### src/rtl/gradient_scroll_fader.sv
// Scrolling milestone-interpolated colour gradient, streamed byte-by-byte to a WS2812 serialiser.
// Optional square-law gamma stage enabled by defining GRADIENT_GAMMA_EN.
module gradient_scroll_fader #(
   parameter int LEDS     = 40,
   parameter int INTERP   = 8,
   parameter int CHANNELS = 3,
   parameter int HOLDOFF  = 1200000,
   localparam int IW      = $clog2(INTERP)
) (
   input  logic                  CLK,
   input  logic                  rst,
   input  logic [8*CHANNELS-1:0] color_in,
   output logic                  color_take,
   input  logic                  data_req,
   output logic                  frame_start,
   output logic [7:0]            out_data,
   output logic                  busy,
   output logic [IW-1:0]         phase
);

   localparam int MS = (LEDS + INTERP - 2) / INTERP + 2;
   localparam int MW = $clog2(MS);
   localparam int LW = (LEDS > 1) ? $clog2(LEDS) : 1;
   localparam int CW = (CHANNELS > 1) ? $clog2(CHANNELS) : 1;
   localparam int HW = (HOLDOFF > 0) ? $clog2(HOLDOFF + 1) : 1;
   localparam int PW = $clog2(LEDS + INTERP);
   localparam int XW = 8 + IW + 1;

   typedef enum logic [1:0] {
      ST_HOLD    = 2'd0,
      ST_TRIGGER = 2'd1,
      ST_STREAM  = 2'd2,
      ST_END     = 2'd3
   } state_t;

   state_t                state_r;
   state_t                state_s;
   logic [LW-1:0]         led_r;
   logic [CW-1:0]         chan_r;
   logic [HW-1:0]         hold_r;
   logic [IW-1:0]         phase_r;
   logic [8*CHANNELS-1:0] ms_r [MS];
   logic                  last_s;
   logic                  wrap_s;
   logic                  frame_start_s;
   logic                  busy_s;
   logic                  take_s;
   logic [PW-1:0]         pos_s;
   logic [MW-1:0]         m_s;
   logic [MW-1:0]         mn_s;
   logic [IW-1:0]         w_s;
   logic [7:0]            a_r;
   logic [7:0]            b_r;
   logic [IW-1:0]         w_r;
   logic [XW-1:0]         acc_s;
   logic [7:0]            lin_s;

   assign last_s = (led_r == LW'(LEDS - 1)) && (chan_r == CW'(CHANNELS - 1));
   assign wrap_s = (phase_r == IW'(INTERP - 1));
   assign phase  = phase_r;

   // State register and registered control outputs
   always_ff @(posedge CLK) begin
      if (rst) begin
         state_r     <= ST_HOLD;
         frame_start <= 1'b0;
         busy        <= 1'b0;
         color_take  <= 1'b0;
      end else begin
         state_r     <= state_s;
         frame_start <= frame_start_s;
         busy        <= busy_s;
         color_take  <= take_s;
      end
   end

   // Next-state decode
   always_comb begin
      state_s = state_r;
      case (state_r)
         ST_HOLD: begin
            if (hold_r == HW'(0)) state_s = ST_TRIGGER;
            else                  state_s = ST_HOLD;
         end
         ST_TRIGGER: state_s = ST_STREAM;
         ST_STREAM: begin
            if (data_req && last_s) state_s = ST_END;
            else                    state_s = ST_STREAM;
         end
         ST_END:  state_s = ST_HOLD;
         default: state_s = ST_HOLD;
      endcase
   end

   // Output decode from the upcoming state so the ports stay registered
   always_comb begin
      frame_start_s = (state_s == ST_TRIGGER);
      busy_s        = (state_s == ST_STREAM);
      take_s        = (state_s == ST_END) && wrap_s;
   end

   // Frame counters, scroll phase and milestone store
   always_ff @(posedge CLK) begin
      if (rst) begin
         led_r   <= LW'(0);
         chan_r  <= CW'(0);
         hold_r  <= HW'(HOLDOFF);
         phase_r <= IW'(0);
         for (int j = 0; j < MS; j++) ms_r[j] <= (8*CHANNELS)'(0);
      end else begin
         case (state_r)
            ST_HOLD: begin
               if (hold_r != HW'(0)) hold_r <= hold_r - HW'(1);
            end
            ST_STREAM: begin
               // The final byte parks the counters at byte 0 so the index never overruns
               if (data_req) begin
                  if (last_s) begin
                     led_r  <= LW'(0);
                     chan_r <= CW'(0);
                  end else if (chan_r == CW'(CHANNELS - 1)) begin
                     chan_r <= CW'(0);
                     led_r  <= led_r + LW'(1);
                  end else begin
                     chan_r <= chan_r + CW'(1);
                  end
               end
            end
            ST_END: begin
               led_r  <= LW'(0);
               chan_r <= CW'(0);
               hold_r <= HW'(HOLDOFF);
               if (wrap_s) begin
                  phase_r <= IW'(0);
                  for (int j = 0; j < MS - 1; j++) ms_r[j] <= ms_r[j+1];
                  ms_r[MS-1] <= color_in;
               end else begin
                  phase_r <= phase_r + IW'(1);
               end
            end
            default: begin
               hold_r <= hold_r;
            end
         endcase
      end
   end

   assign pos_s = PW'(led_r) + PW'(phase_r);
   assign m_s   = MW'(pos_s >> IW);
   assign mn_s  = m_s + MW'(1);
   assign w_s   = pos_s[IW-1:0];

   // Stage 1: pick the two bracketing milestone bytes and the weight
   always_ff @(posedge CLK) begin
      if (rst) begin
         a_r <= 8'd0;
         b_r <= 8'd0;
         w_r <= IW'(0);
      end else begin
         a_r <= ms_r[m_s][{chan_r, 3'b000} +: 8];
         b_r <= ms_r[mn_s][{chan_r, 3'b000} +: 8];
         w_r <= w_s;
      end
   end

   assign acc_s = XW'(a_r) * (XW'(INTERP) - XW'(w_r)) + XW'(b_r) * XW'(w_r);
   assign lin_s = 8'(acc_s >> IW);

`ifdef GRADIENT_GAMMA_EN
   logic [7:0]  lin_r;
   logic [15:0] sq_s;

   assign sq_s = 16'(lin_r) * 16'(lin_r);

   // Stage 2/3: interpolated byte, then square-law gamma
   always_ff @(posedge CLK) begin
      if (rst) begin
         lin_r    <= 8'd0;
         out_data <= 8'd0;
      end else begin
         lin_r    <= lin_s;
         out_data <= 8'(sq_s >> 8);
      end
   end
`else
   // Stage 2: interpolated byte
   always_ff @(posedge CLK) begin
      if (rst) out_data <= 8'd0;
      else     out_data <= lin_s;
   end
`endif

endmodule
### config.mk
export PLATFORM = sky130hd
export DESIGN_NAME = gradient_scroll_fader
export DESIGN_NICKNAME = d
export VERILOG_FILES = /design/src/rtl/gradient_scroll_fader.sv
export SDC_FILE = /design/constraint.sdc
export NUM_CORES = 1
export LEC_CHECK = 0
export BUFFER_PORTS_ARGS = -buffer_cell sky130_fd_sc_hd__buf_2
export CAP_MARGIN = 25
export CORE_ASPECT_RATIO = 0.6
export CORE_MARGIN = 4
export CORE_UTILIZATION = 64
export DETAILED_ROUTE_END_ITERATION = 16
export HOLD_SLACK_MARGIN = 0.03
export PLACE_DENSITY = 0.8
export SLEW_MARGIN = 20
export SYNTH_ARGS = -nofsm -noshare
export SYNTH_HDL_FRONTEND = slang
export SYNTH_SLANG_ARGS = --single-unit
### constraint.sdc
create_clock -name CLK -period 6.2 [get_ports CLK]
set_input_delay 0.31 -clock CLK [delete_from_list [all_inputs] [get_ports CLK]]
set_output_delay 0.31 -clock CLK [all_outputs]
set_load 0.02 [all_outputs]
* Yosys cells after proc, flatten, opt, wreduce, memory -nomap -nowiden
Memories as Yosys holds them, arrays and structs flattened.
Index checks and enable logic that the tools add are counted.
** Storage, ports and cells
- Input port bits :: 27
- Output and inout bits :: 14
- Bits in writable memories :: 168
- Bits in registers :: 64
- Memories kept :: 1
** Memory list
- ms_r :: depth 7, bits a word 24, rd ports 8, clocked after memory_dff 0, write ports 7, line 42 : logic [8*CHANNELS-1:0] ms_r [MS];
** Cells by class
- Multipliers :: 2
- Equality and inequality tests :: 12
- Muxes and demuxes :: 27
- Bitwise gates (word level) :: 7
- Add/sub/neg operators :: 8
- Reductions and logical operators :: 11
- Shifts and indexed selects :: 2
** Operator list (number)
- $mux 24 :: 7
- $shiftx 24x6->8 :: 2
- $pmux 21 s2 :: 1
- $logic_not 21->1 :: 1
- $mux 21 :: 1
- $reduce_bool 21->1 :: 1
- $sub 21x1->21 const B :: 1
- $mux 6 :: 3
- $pmux 6 s2 :: 1
- $add 11x11->11 :: 1
- $mul 8x3->11 :: 1
- $mul 9x5->11 :: 1
- $eq 2x2->1 const B :: 5
- $mux 1 :: 8
- $pmux 2 s4 :: 1
- $or 1x1->1 :: 7
- $add 3x1->3 const B :: 2
- $add 6x1->6 const B :: 1
- $add 6x3->6 :: 1
- $eq 6x6->1 const B :: 1
- $mux 2 :: 3
- $sub 4x3->5 const A :: 1
- $eq 2x1->1 const B :: 2
- $ne 2x2->1 const B :: 2
- other kinds (10) :: 14

* Depth between registers and ports, before layout
- Depth in word-level cells :: 7
- Depth in mapped cells :: 20

* Worst setup path before layout
OpenSTA, ideal clock, no wires.
- Path kind :: input to register
- From :: input port rst
- To :: memory ms_r[0][0] in the netlist's numbering, enable pin
- Data required time :: 5.641 ns
- Buffers on the path :: 2
- Stages :: 3
- Data arrival time :: 4.948 ns
- Setup slack :: 0.693 ns
- Cells stage by stage :: clkbuf_1 -> clkbuf_1 -> nand2b_1
** RTL lines
- start: declaration :: line 11 : input logic rst,
- end: declaration :: line 42

* Final worst setup path
- From :: register w_r[0]
- To :: register out_data[7]
** Between the ends
- Cells in the longest elaborated chain, start to end :: 3
- Elaborated cells on any way between the ends :: 4
- Classes of those cells :: 2 x add/sub; 2 x mul
** Ends and longest elaborated chain
- start: declaration :: line 54 : logic [IW-1:0] w_r;
- start signal: assignment :: line 162 : w_r <= w_s;
- $sub 4x3->5 :: line 166 : assign acc_s = XW'(a_r) * (XW'(INTERP) - XW'(w_r)) + XW'(b_r) * XW'(w_r);
- $mul 9x5->11 :: line 166
- $add 11x11->11 * :: line 166
- end signal: assignment :: line 189 : else out_data <= lin_s;
- end: declaration :: line 16 : output logic [7:0] out_data,
Every way passes the cells marked *; elsewhere a longest branch is shown, timed or not.
A chain may end at the register's enable or synchronous reset.

==> impl_results.md <==
- Outcome: completed
- Post-cts resize count: 0
- Clock skew: 0.0209 ns
- Clk_lat worst skew: 0.55 ns
- Placed Instances: 1656
- Fmax achieved: 195 MHz
- Placer congestion estimate: 0.917
- Starting density of the core: 65.3%
- Largest net degree at the start of global routing: 78
- H-tree Lvls: 1
- Number of antenna diodes: 0
- Largest cells by area after synthesis: edfxtp_1 (35%), dfxtp_1 (8.9%), and2_1 (8.1%)
- Row Count: 42
- Final max-slew violation count: 0
- Ratio of final minimum period to clock period: 82.8%
- RSZ-0062 raised after global routing: no
- Multi-input logic area: 7470 um2
- CP Capture Type: flip-flop
- Synth top area share: 34.9%
- Syn Nets: 1475
- Clk buf depth: 3
- Maxcap violations: 0
- Total Routing Usage GR: 28.6%
- Via Count: 10981
- # Post-CTS Setup Buffers: 0
- IO Count: 41
- Max_slew headroom: 23.4%
- Post-layout util: 70.6%
- Synth Cell Area: 14400 um2
- Setup Viol. Count Final: 0
- Sequential fraction of the synthesis area: 43.8%
- Post-Layout Cell Count: 1701
- DRC: 0
- TritonCTS clock tree: built
- Worst endpoint required time: 6.64 ns
- Per-cell routed wire length: 21.3 um
- Fin. Hold Viols: 0
- PD cells: 221 nW/um2
- DIE WIDTH: 202 um
- Worst Hold Class: in -> reg
- Post-route ant nets: 0
- Vias/cell: 6.46
- Die height: 124 um
- Starting DRT DRC Count: 1513
- Initial antenna violation count: 0
- Vias in the first global route: 10656
- Clk pin slew, worst setup/hold paths: 0.06 ns
- Core area: 22100 um2
- IO buf count: 40
- YS warnings: 0
- CTS Root Cell: clkbuf_16
- Startpoint types: flip-flop
- Synth cell types: 66
- Synth area leader: edfxtp_1
- Post-Syn Instances: 1379
- Post-cts hold buffer count: 0
- Area Overhead vs Synth: 8.10%
- Setup TNS: 0 ns
- CTS Buf Count: 24
- Slew @ Worst Pin: 1.15 ns
- Leakage power: 5.82 nW
- Die area: 25100 um2
- Worst-path fanout max: 17
- DR pass1 iterations: 8
- Reg area: 6330 um2
- Critical path data arrival time: 5.57 ns
- Flops & latches, synth: 232
- DP HPWL: 23600 um
- Kind of critical path: reg -> reg
- Filler cells: 1631
- GR Overflow Total: 0
- Nets@finish: 1471
- Routed wire length: 36200 um
- Top_reg_cell synth: edfxtp_1
- Maximum VDD drop: 0.000203 V
- EDFF count, synth: 168
- Clock sinks: 232
- Syn_area_per_cell: 10.5 um2
- Synth async-reset ratio: 0%
- Post-route minimum period: 5.13 ns
- Global-route wire length before repair: 58000 um
- Share of cells above drive strength 1: 12.6%
area by class of cell:
cell class,count,area share [%]
clock buffer,35,4.51
clock inverter,9,0.441
inverter,64,1.54
multi-input combinational,989,47.9
sequential,232,40.5
tap,308,2.47
timing repair buffer,64,2.64
flip-flops by register name, indices dropped and copies added, names as in the netlist:
signal / count
out_data: 8
w_r: 3
phase: 3
a_r: 8
frame_start: 1
b_r: 8
led_r: 6
chan_r: 2
ms_r: 168
hold_r: 21
busy: 1
state_r: 2
color_take: 1
worst max-delay path: stages, from the launching register on:
cell and delay, ns:
dfxtp_1 0.63, inv_1 0.09, ha_1 0.22, xnor2_1 0.43
and2_1 0.20, ha_1 0.24, fa_1 0.48, inv_1 0.05
fa_1 0.51, fa_1 0.54, fa_1 0.45, nor2b_1 0.16
o21ai_0 0.12, a21boi_0 0.24, o21ai_0 0.18, a21oi_1 0.22
nor3_1 0.07, o21ba_2 0.19
cells by family (layout without fill, tap and decap cells):
group / after synthesis / after routing / share of synthesized area [%]
simple gates: 536 / 536 / 19.7
compound gates: 259 / 259 / 12.4
flops: 232 / 232 / 43.8
buf+inv: 158 / 172 / 4.73
mux: 91 / 91 / 9.46
fa+ha+maj: 69 / 69 / 7.80
xor+xnor: 34 / 34 / 2.19
cells in the mapped netlist (8+ instances only):
cell type	n
a211o_1	8
nand2_1	107
o22ai_1	23
and2_1	187
ha_1	34
o21ai_0	49
dfxtp_1	64
fa_1	35
a21oi_1	34
mux4_2	29
o211ai_1	68
a31oi_1	8
nand2b_1	35
inv_1	62
xor2_1	13
buf_2	9
a32oi_1	8
edfxtp_1	168
a22oi_1	10
nor2_1	89
nor2b_1	34
mux2_2	24
nor3_1	29
clkbuf_1	62
mux2i_1	34
o221ai_1	21
xnor2_1	20
nand3_1	13
or3_1	14
buf_1	8
per-stage QoR:
stage                     setup WS, ns  area [um2]  total power [mW]  hold slack [ns]
final                             1.07       15600              3.45           0.0512
after global routing             0.701       15600              3.57           0.0552
after CTS                         1.11       15600              3.45           0.0412
after detailed placement          1.12       14800              2.04            0.446
after global placement            1.24       14800              2.03            0.436
after floorplan                  0.693       14400              1.97            0.423
cells in the final DEF (no fill, tap or decap), types with 5 or more instances in the layout:
cell type,instances
buf_4,22
mux2_2,24
o211ai_1,68
mux2i_1,34
a22oi_1,10
a32o_1,7
o22ai_1,23
clkinv_2,5
nand3_1,13
buf_2,40
a21oi_1,34
o2111ai_1,7
o21ai_0,49
inv_1,62
or3_1,14
fa_1,35
a31oi_1,8
a32oi_1,8
nor3_1,29
nand2b_1,34
a211o_1,8
xnor2_1,18
dfxtp_1,63
clkbuf_16,25
nor2b_1,34
nand2_1,107
o221ai_1,21
nor2_1,88
ha_1,33
clkbuf_1,5
edfxtp_1,168
and2_1,187
mux4_2,29
xor2_1,12
nor4_1,6
power breakdown:
group          internal (mW)  total, mW  leakage (nW)  switching [mW]
clock network          0.796       1.43         0.384           0.635
logic                 0.0912      0.200          3.30           0.109
registers               1.74       1.82          2.13          0.0759
worst paths after layout:
path,from,end,slack (ns),depth (start not counted)
hold / removal,color_in[6],ms_r[6][6],0.05,2
setup reg to reg,w_r[0],out_data[7],1.07,17
setup / recovery,w_r[0],out_data[7],1.07,17
hold reg to reg,hold_r[20],hold_r[20],0.46,2
layer usage:
layer  GRT usage [%]  routed length, um  part of all wire, %  vias to the layer above
met5               0                  0                    0                        -
met4            8.43               1170                  3.2                        0
met3            8.46               4380                   12                      124
met2            40.1              15200                   42                      610
met1            43.0              15500                   43                     5289
li1                -                  -                    -                     4958
Power figures use the tool's default switching activity.
